File: src/rtl/hamming_pkg.sv
// rtl/hamming_pkg.sv - shared Hamming code geometry and position helpers
package hamming_pkg;

  // Smallest P with 2^P >= data_w + P + 1.
  function automatic int calc_p(input int data_w);
    int p;
    p = 1;
    while ((1 << p) < (data_w + p + 1)) p = p + 1;
    return p;
  endfunction

  function automatic int calc_n(input int data_w);
    return data_w + calc_p(data_w);
  endfunction

  function automatic int calc_cw(input int data_w, input int secded);
    return calc_n(data_w) + ((secded != 0) ? 1 : 0);
  endfunction

  function automatic bit is_pow2(input int pos);
    return (pos > 0) && ((pos & (pos - 1)) == 0);
  endfunction

  // Codeword position (1-based) that carries payload bit j.
  function automatic int data_pos(input int j);
    int cnt;
    int res;
    cnt = 0;
    res = 0;
    for (int pos = 1; pos < 128; pos++) begin
      if (!is_pow2(pos) && (res == 0)) begin
        if (cnt == j) res = pos;
        cnt = cnt + 1;
      end
    end
    return res;
  endfunction

endpackage

File: src/rtl/hamming_syndrome.sv
// rtl/hamming_syndrome.sv - combinational position-XOR syndrome and overall parity
module hamming_syndrome
  import hamming_pkg::*;
#(
  parameter int N  = 7,
  parameter int P  = 3,
  parameter int CW = 8
) (
  input  logic [CW-1:0] i_word,
  output logic [P-1:0]  o_syndrome,
  output logic          o_parity
);

  always_comb begin
    o_syndrome = '0;
    for (int pos = 1; pos <= N; pos++) begin
      if (i_word[pos-1]) o_syndrome = o_syndrome ^ P'(pos);
    end
    o_parity = ^i_word;
  end

endmodule

File: src/rtl/hamming_secded_codec.sv
// rtl/hamming_secded_codec.sv - two-stage pipelined Hamming SEC/SEC-DED encoder/decoder
module hamming_secded_codec
  import hamming_pkg::*;
#(
  parameter int DATA_W = 4,
  parameter int SECDED = 1,
  parameter int CNT_W  = 16,
  localparam int P  = calc_p(DATA_W),
  localparam int N  = calc_n(DATA_W),
  localparam int CW = calc_cw(DATA_W, SECDED)
) (
  input  logic             clk,
  input  logic             rst,
  input  logic             mode,
  input  logic             in_valid,
  output logic             in_ready,
  input  logic [CW-1:0]    in_data,
  output logic             out_valid,
  input  logic             out_ready,
  output logic [CW-1:0]    out_data,
  output logic [P-1:0]     out_syndrome,
  output logic             out_err_single,
  output logic             out_err_double,
  input  logic             cnt_clr,
  output logic [CNT_W-1:0] cnt_corrected,
  output logic [CNT_W-1:0] cnt_uncorrectable
);

  localparam logic [P-1:0] N_P = P'(N);

  logic              r1_valid, r1_mode, r1_par;
  logic [CW-1:0]     r1_word;
  logic [P-1:0]      r1_syn;
  logic              r2_valid, r2_single, r2_double;
  logic [CW-1:0]     r2_data;
  logic [P-1:0]      r2_syn;
  logic [CNT_W-1:0]  r_cnt_corr, r_cnt_unc;

  logic              w_s2_ready, w_in_ready, w_fire;
  logic [CW-1:0]     w_placed, w_s1_word, w_enc, w_corr, w_dec;
  logic [DATA_W-1:0] w_payload;
  logic [P-1:0]      w_syn;
  logic              w_par, w_perr, w_fix, w_single, w_double;

  // Payload scatter for encode and gather after correction share one position map.
  for (genvar j = 0; j < DATA_W; j++) begin : g_data
    localparam int POS = data_pos(j);
    assign w_placed[POS-1] = in_data[j];
    assign w_payload[j]    = w_corr[POS-1];
  end
  for (genvar pos = 1; pos <= CW; pos++) begin : g_zero
    if (is_pow2(pos) || (pos > N)) begin : g_z
      assign w_placed[pos-1] = 1'b0;
    end
  end

  assign w_s1_word = mode ? in_data : w_placed;

  // Encode reuses the syndrome: with parity slots zeroed, syndrome bit k is p(2^k).
  hamming_syndrome #(.N(N), .P(P), .CW(CW)) u_syndrome (
    .i_word     (w_s1_word),
    .o_syndrome (w_syn),
    .o_parity   (w_par)
  );

  assign w_s2_ready = !r2_valid || out_ready;
  assign w_in_ready = !rst && (!r1_valid || w_s2_ready);
  assign w_fire     = r2_valid && out_ready;

  always_comb begin
    w_enc = r1_word;
    for (int k = 0; k < P; k++) w_enc[(1 << k) - 1] = r1_syn[k];
    if (SECDED != 0) w_enc[CW-1] = r1_par ^ (^r1_syn);
  end

  always_comb begin
    w_fix    = 1'b0;
    w_single = 1'b0;
    w_double = 1'b0;
    w_perr   = (SECDED != 0) ? r1_par : 1'b0;
    if (r1_syn > N_P) begin
      w_double = 1'b1;
    end else if (SECDED != 0) begin
      if ((r1_syn != '0) && w_perr) begin
        w_fix    = 1'b1;
        w_single = 1'b1;
      end else if (w_perr) begin
        w_single = 1'b1;
      end else if (r1_syn != '0) begin
        w_double = 1'b1;
      end
    end else if (r1_syn != '0) begin
      w_fix    = 1'b1;
      w_single = 1'b1;
    end
    w_corr = r1_word ^ (w_fix ? (CW'(1) << (r1_syn - 1'b1)) : '0);
    w_dec  = CW'(w_payload);
  end

  always_ff @(posedge clk or posedge rst) begin
    if (rst) begin
      r1_valid <= 1'b0;
      r1_mode  <= 1'b0;
      r1_par   <= 1'b0;
      r1_word  <= '0;
      r1_syn   <= '0;
    end else if (w_in_ready) begin
      r1_valid <= in_valid;
      if (in_valid) begin
        r1_mode <= mode;
        r1_word <= w_s1_word;
        r1_syn  <= w_syn;
        r1_par  <= w_par;
      end
    end
  end

  always_ff @(posedge clk or posedge rst) begin
    if (rst) begin
      r2_valid  <= 1'b0;
      r2_data   <= '0;
      r2_syn    <= '0;
      r2_single <= 1'b0;
      r2_double <= 1'b0;
    end else if (w_s2_ready) begin
      r2_valid <= r1_valid;
      if (r1_valid) begin
        r2_data   <= r1_mode ? w_dec : w_enc;
        r2_syn    <= r1_mode ? r1_syn : '0;
        r2_single <= r1_mode && w_single;
        r2_double <= r1_mode && w_double;
      end
    end
  end

  // Clear wins over a same-cycle increment; counts stick at all-ones.
  always_ff @(posedge clk or posedge rst) begin
    if (rst) begin
      r_cnt_corr <= '0;
      r_cnt_unc  <= '0;
    end else if (cnt_clr) begin
      r_cnt_corr <= '0;
      r_cnt_unc  <= '0;
    end else if (w_fire) begin
      if (r2_single && (r_cnt_corr != '1)) r_cnt_corr <= r_cnt_corr + 1'b1;
      if (r2_double && (r_cnt_unc != '1))  r_cnt_unc  <= r_cnt_unc + 1'b1;
    end
  end

  assign in_ready          = w_in_ready;
  assign out_valid         = r2_valid;
  assign out_data          = r2_data;
  assign out_syndrome      = r2_syn;
  assign out_err_single    = r2_single;
  assign out_err_double    = r2_double;
  assign cnt_corrected     = r_cnt_corr;
  assign cnt_uncorrectable = r_cnt_unc;

endmodule

File: config.mk
export PLATFORM = sky130hd
export DESIGN_NAME = hamming_secded_codec
export DESIGN_NICKNAME = d
export VERILOG_FILES = /design/src/rtl/hamming_pkg.sv /design/src/rtl/hamming_syndrome.sv /design/src/rtl/hamming_secded_codec.sv
export SDC_FILE = /design/constraint.sdc
export NUM_CORES = 1
export LEC_CHECK = 0
export ABC_AREA = 1
export CAP_MARGIN = 0
export CORE_ASPECT_RATIO = 0.7
export CORE_MARGIN = 2
export CORE_UTILIZATION = 49
export CTS_BUF_LIST = sky130_fd_sc_hd__clkbuf_16
export DETAILED_ROUTE_END_ITERATION = 7
export GPL_TIMING_DRIVEN = 0
export PLACE_DENSITY_LB_ADDON = 0.15
export SYNTH_ARGS = -nofsm -noshare
export SYNTH_HDL_FRONTEND = slang
export SYNTH_SLANG_ARGS = --single-unit
File: constraint.sdc
create_clock -name clk -period 3 [get_ports clk]
set_clock_uncertainty 0.15 [all_clocks]
set_input_delay 0.75 -clock clk [delete_from_list [all_inputs] [get_ports clk]]
set_output_delay 0.75 -clock clk [all_outputs]
set_load 0.02 [all_outputs]
Word-level counts from Yosys, hierarchy flattened
Cells that the tools add are included. W data, S select, Z words.

Memory bits (writable): 0. Bits in latches: 0. Output and inout port bits: 47. Memories kept: 0. Register bits after elaboration: 59. Logic and storage cells: 75. Memory bits (read-only): 0. Bits of input ports: 14.

Multipliers: 0. Shift operators: 1. Bitwise gates (word level): 8. Divide/modulo/power cells: 0. Reductions and logical operators: 22. Muxes and demuxes: 26. Order comparisons: 1. Equal/unequal tests: 2. Add/subtract/negate cells: 3.

Operators with widths (number): $mux W16 (6); $add A16 B1 Y16 const B (2); $ne A16 B16 Y1 const B (2); $mux W8 (2); $mux W3 (5); $mux W1 (10); $reduce_and A2 Y1 (4); $reduce_xor A8 Y1 (1); $logic_and A1 B1 Y1 (7); $mux W7 (1); $shl A1 B3 Y7 const A (1); $xor A7 B7 Y7 (1); $not A2 Y2 (3); $reduce_bool A2 Y1 (3); $mux W2 (2); $gt A3 B3 Y1 const B (1); $logic_not A1 Y1 (3); $not A3 Y3 (1); $reduce_bool A3 Y1 (1); $reduce_xor A3 Y1 (1); $sub A3 B1 Y3 const B (1); $logic_or A1 B1 Y1 (2); $not A1 Y1 const A (2); $xor A1 B1 Y1 (1).

Depth between registers and ports, before layout
Gate-level depths: netlist (run 1).

Depth after elaboration: 12. Mapped depth: 11. Mapped depth without buffers: 10.

Modules after synthesis
From an unflattened synthesis (run 1), not the netlist that was laid out.

Cells, all modules: 513. Area, all modules: 3656.0 um2.

Modules (own cells, without submodules): hamming_secded_codec (times used 1, cells an instance 467, seq. area each 1401.3 um2, area an instance 3419.5 um2); hamming_syndrome (times used 1, cells an instance 46, seq. area each 0.0 um2, area an instance 236.5 um2).

Least setup slack after synthesis (run 1)
No wires, ideal clock.

Path kind: input-to-output. Start: input rst. End: output in_ready. Cell stages on the path: 3. Setup slack: -0.267 ns. Required time: 2.100 ns. Data arrival time: 2.367 ns. Path buffers: 0. Path through: inv_1 nand2_1 inv_1.

Longest elaborated chain between the ends: 2.

RTL lines: from (decl) (RTL line hamming_secded_codec.sv:13) `input logic rst,`; $logic_not A1 Y1 (no line); $logic_and A1 B1 Y1 (RTL line hamming_secded_codec.sv:67) `assign w_in_ready = !rst && (!r1_valid || w_s2_ready);`; to (decl) (RTL line hamming_secded_codec.sv:16) `output logic in_ready,`.

Every way passes these cells.

Worst setup path after layout (run 1)
Same ends and word-level chain as after synthesis.

==> metrics, run 1 <==
result of the run finished, final reports clean; overall global routing resource usage 0.235; sequential area share after synthesis 0.388; worst endpoint required time 2100 ps; transition time at the pin with the least slew margin 701 ps; RSZ-0062 raised after global routing false; setup TNS after final layout 0 ps; total count of hold-check failures in the final report 0; number of violations reported at the end of detailed-routing iteration 0 134; count of state elements after synthesis 56; endpoint of the worst setup timing path in_ready; setup slack, reg-to-reg 1030 ps; die width 107 um; largest net degree at the start of global routing 29; Post-Synthesis Net Count 533; DP HPWL 6590 um; clock period minus worst slack 2790 ps; CTS buffer count 5; Reg clk slew, reported paths 80 ps; ys async rst share 1.00; power density normalized to cell area 482 nW/um2; startpoint of the most critical register-to-register path cnt_corrected[0]; clock sink count 56; detailed-route via count 3504; starting utilization of the core area 0.501; Cell Count Post-Placement 670; average footprint of a synthesized cell 7.06 um2; crit end category output port; max frequency 358 MHz; maximum buffer depth of the clock tree 2; worst hold-check path type reg -> reg; total net switching power 0.754 mW; mean routed wirelength per cell 13.2 um; vias in the first global route 3102; cells taking the most area after synthesis dfrtp_1 (39%), nand2_1 (18%), nand3_1 (9.1%); antenna-violating nets left 0; setup violation total in the final timing report 0; cells on worst reg2reg path 11; Post-DP Area 4340 um2; Max Transition Viols Final 0; share of the synthesized area in the top cell type 0.388; root buf cell clkbuf_16; mean number of vias per cell 5.15; Max FO, Critical Path 3; input/output buffers 60; total internal power 1.42 mW; Worst EP arrival 1890 ps; Yosys Warn Count 0; maxcap violations 0; remaining global-route overflow 0; endpoint of the most critical register-to-register path cnt_corrected[11]; Clk Latency, worst-skew pair 300 ps; layout net count 603; top-level port count 61; Die Area 8090 um2; antenna violations before repair 0; element type at the critical path start primary input; share of the clock period used by the worst path after layout 0.931; Placer Congestion 0.893; cell taking the most area after synthesis dfrtp_1; relative contribution of combinational cells to total power 0.296; leakage power 2.09 nW; peak supply drop 273 uV; number of cells produced by synthesis 512; first-pass iteration count of the detailed router 4; core area 7220 um2; Slew Limit Headroom 0.530; synth cell count leaders nand2_1 (170), nand3_1 (66), dfrtp_1 (56); sequential group share of total power 0.423; ratio of cells with drive above 1 in the final layout 0.0772; Synth cell types 25; number of enable-type register cells in the synthesized netlist 0; most used flip-flop cell after synthesis dfrtp_1; final standard cell area without fillers 4510 um2; clock network fraction of design power 0.281; CTS tree built; growth of design area from synthesis to finish 24.8%; fraction of power spent switching nets 0.347; final cell count without fillers 681; site row count 26; Syn Std Cell Area 3610 um2; H-tree depth 2; ANT cells 0; routed wire length 8960 um; DRC errors left 0; first-pass GRT wire length 15000 um; Hold Worst Slack 343 ps; Worst Setup Path Type in -> out; Crit. Startpoint rst; dominant cell by count in the synthesized netlist nand2_1; y dimension of the die 75.9 um
==> power groups by stage <==
stage / clock network, mW / logic, mW / registers (mW)
global placement: 0 / 0.623 / 0.934
finish: 0.612 / 0.643 / 0.921
detailed placement: 0 / 0.638 / 0.935
global route: 0.652 / 0.711 / 0.934
CTS: 0.625 / 0.645 / 0.920
floorplan: 0 / 0.309 / 1.00
==> cell type report <==
| type | instances | area, um2 |
|---|---|---|
| Buffer | 14 | 85.1 |
| Clock buffer | 5 | 125 |
| Clock inverter | 3 | 26.3 |
| Fill cell | 664 | 2710 |
| Inverter | 48 | 184 |
| Multi-Input combinational cell | 394 | 1950 |
| Sequential cell | 56 | 1400 |
| Tap cell | 98 | 123 |
| Timing Repair Buffer | 61 | 606 |
| Timing Repair inverter | 2 | 12.5 |
==> routing by layer <==
layer	share of wire	vias to the layer above	global-route usage
met4	0.011	0	0.0635
met1	0.51	1617	0.356
met2	0.41	105	0.345
li1	-	1773	-
met3	0.064	9	0.0419
met5	0	-	0
==> worst min path at each step <==
stage / slack [ps] / end / cells after the start / from
after CTS: 350 / out_data[4] / 2 / out_data[4]
final: 340 / out_syndrome[1] / 2 / out_syndrome[1]
after floorplan: 320 / out_valid / 2 / r1_valid
after detailed placement: 330 / out_data[4] / 2 / out_data[4]
after global routing: 370 / out_syndrome[0] / 2 / out_syndrome[0]
after global placement: 320 / out_data[5] / 2 / out_data[5]
==> through the flow <==
stage	setup slack (ps)	power (mW)	utilization
3_3_place_gp	-1300	1.56	0.601
2_1_floorplan	120	1.31	-
4_1_cts	216	2.19	0.624
3_5_place_dp	-1310	1.57	0.601
6_report	208	2.18	0.625
5_1_grt	132	2.30	0.625
==> flip-flops by register name, summed over array words and instances, names as in the netlist, 3 cells and up <==
signal,flops
out_syndrome,3
cnt_corrected,16
r1_word,4
r1_syn,3
cnt_uncorrectable,16
out_data,8
==> logic make-up after synthesis <==
family | share of synthesized area
adders and majority gates | 0.0242
and+or+nand+nor | 0.397
buffers and inverters | 0.0734
AOI/OAI and AO/OA | 0.0495
DFF | 0.388
xor gates and xnor gates | 0.0678
==> worst max-delay path, cell delays in order <==
cell and delay (ps):
dlygate4sd2_1 410, clkinvlp_4 210, nand2_1 130, inv_1 80, dlygate4sd2_1 320
==> what timing repair did <==
item | CTS | global route
hold buffers | 0 | 0
endpoints found under the setup margin | 11 | 0
setup buffers | 1 | 0
gates resized for setup | 2 | 0
==> cells in the final DEF, fill, tap and decap left out, drive strengths merged, types with 3 or more instances in the layout <==
| master | instances |
|---|---|
| xor2 | 24 |
| nand4 | 11 |
| nand2 | 179 |
| nor2 | 61 |
| nand3 | 72 |
| xnor2 | 4 |
| clkinvlp | 3 |
| buf | 9 |
| inv | 48 |
| ha | 7 |
| o21ai | 31 |
| clkdlybuf4s50 | 58 |
| dfrtp | 56 |
| clkbuf | 11 |
Note: power is estimated with default switching activity, not from simulation.
==> run 2, diff against run 1 <==
Settings changed: GPL_TIMING_DRIVEN 0 to unset.
==> run 2 against run 1 <==
- core utilization decreased by 0.94 points
- sequential power increased by 0.4%
- critical path type unchanged
- clock power is 4.7% lower
- via count is 3.0% lower
- largest cell class unchanged
- worst hold slack got worse by 9.3 ps
- global-route usage shrank 1.8 points
- critical path depth did not move
==> metrics, run 2 (same netlist as run 1, synthesis figures left out) <==
DP HPWL 6210 um (-5.7%); post-layout power 2.13 mW (-2.0%); count of fill cells added during filler insertion 707 (+6.5%); ratio of cells with drive above 1 in the final layout 0.0682 (-0.00901); mean number of vias per cell 5.07 (-1.4%); setup violation total in the final timing report 0 (unchanged); cells on worst reg2reg path 10 (-1); remaining global-route overflow 0 (unchanged); multi-input gate area in the final layout 1950 um2 (unchanged); power density normalized to cell area 480 nW/um2 (-0.49%); Slew Limit Headroom 0.529 (-0.000658); worst endpoint required time 2100 ps (about the same); endpoint of the most critical register-to-register path cnt_corrected[14]; startpoint of the most critical register-to-register path cnt_corrected[0]; first-pass GRT wire length 14000 um (-6.6%); clock period minus worst slack 2780 ps (-8.23 ps); final cell count without fillers 670 (-1.6%); share of the core filled with cells in the final layout 0.615 (-0.00936); start point of the worst hold path out_syndrome[0]; worst hold-check path type reg -> reg; Placer Congestion 0.874 (-2.1%); Max Transition Viols Final 0 (unchanged); Worst EP arrival 1880 ps (about the same); input/output buffers 60 (unchanged); setup TNS after final layout 0 ps (unchanged); transition time at the pin with the least slew margin 706 ps (+4.84 ps); Hold Buf Count CTS 0 (unchanged); Cell Count Post-Placement 662 (-1.2%); number of violations reported at the end of detailed-routing iteration 0 128 (-4.5%); overall global routing resource usage 0.217 (-0.0181); CTS tree built; clock sink count 56 (unchanged); cell depth of the worst hold path 2 (unchanged); result of the run finished, final reports clean; CTS buffer count 5 (unchanged); Hold Worst Slack 334 ps (-9.34 ps); Max FO, Critical Path 2 (-1); DRC errors left 0 (unchanged); layout net count 592 (-1.8%); starting utilization of the core area 0.501 (unchanged); antenna violations before repair 0 (unchanged); y dimension of the die 75.9 um (unchanged); routed wire length 8620 um (-3.7%); maximum buffer depth of the clock tree 2 (unchanged); least setup slack across all paths after layout 217 ps (+8.23 ps); Reg clk slew, reported paths 70 ps (about the same); most frequent cells in the layout nand2_1 (170), nand3_1 (66), clkdlybuf4s50_1 (59), dfrtp_1 (56), nor2_1 (54); mean routed wirelength per cell 12.9 um (-2.2%); H-tree depth 2 (unchanged); peak supply drop 285 uV (+4.3%); setup slack, reg-to-reg 900 ps (-130 ps); Storage cell area 1400 um2 (unchanged); most common cell after layout, fill and taps aside nand2_1; leakage power 2.06 nW (-1.3%); Clk Latency, worst-skew pair 290 ps (about the same); share of the clock period used by the worst path after layout 0.928 (-0.00274); max frequency 359 MHz (+0.30%); die width 107 um (unchanged); growth of design area from synthesis to finish 22.9%; root buf cell clkbuf_16; core area 7220 um2 (unchanged); crit end category output port; final standard cell area without fillers 4440 um2 (-1.5%); pre-CTS setup slack -57.5 ps (+1250 ps); detailed-route via count 3399 (-3.0%); largest net degree at the start of global routing 57 (+97%); RSZ-0062 raised after global routing false; ANT cells 0 (unchanged); worst-case hold path end point out_syndrome[0]; antenna-violating nets left 0 (unchanged); total count of hold-check failures in the final report 0 (unchanged); maxcap violations 0 (unchanged); first-pass iteration count of the detailed router 5 (+1); Worst Setup Path Type in -> out; Die Area 8090 um2 (unchanged); site row count 26 (unchanged); element type at the critical path start primary input; vias in the first global route 2961 (-4.5%); Post-DP Area 4300 um2 (-0.92%); top-level port count 61 (unchanged)
run 2: where the power goes:
group          leakage, nW  internal [mW]  switching, mW
combinational         1.24          0.249          0.376
clock               0.0716          0.309          0.274
sequential           0.748          0.849         0.0760
total                 2.06           1.41          0.726
run 2: worst max-delay path by stage:
| stage | start | end | slack [ps] | cells after the start |
|---|---|---|---|---|
| 2_1_floorplan | rst | in_ready | 120 | 3 |
| 3_3_place_gp | out_ready | in_ready | -30 | 6 |
| 3_5_place_dp | out_ready | in_ready | -60 | 6 |
| 4_1_cts | out_ready | in_ready | 210 | 6 |
| 5_1_grt | out_ready | in_ready | 140 | 6 |
| 6_report | rst | in_ready | 220 | 5 |
run 2: layout make-up:
cell class              count  share of cell area
multi-input cells         394               0.438
flip-flops and latches     56               0.315
repair buffers             66               0.145
inverters                  48              0.0414
clock buffers               5              0.0282
well taps                  98              0.0276
clock inverters             3             0.00394
run 2: repair_timing:
item	in CTS	in global routing
buffers inserted	0	0
gates resized for setup	1	0
setup endpoints to repair	1	0
run 2: critical path, cell delays in order:
cell and delay [ps]:
clkdlybuf4s50_1 510, clkinvlp_4 120, nand2_1 110, inv_1 60, dlygate4sd2_1 330
run 2: metal layers:
| layer | track usage | wire (um) |
|---|---|---|
| met5 | 0 | 0 |
| met4 | 0.0390 | 55 |
| met3 | 0.0385 | 409 |
| met2 | 0.341 | 3640 |
| met1 | 0.319 | 4520 |
==> run 3, diff against run 2 <==
Settings changed: GPL_TIMING_DRIVEN set to 0.
==> results of run 3 <==
Final layout, timing and power as in run 1 (identical DEF).
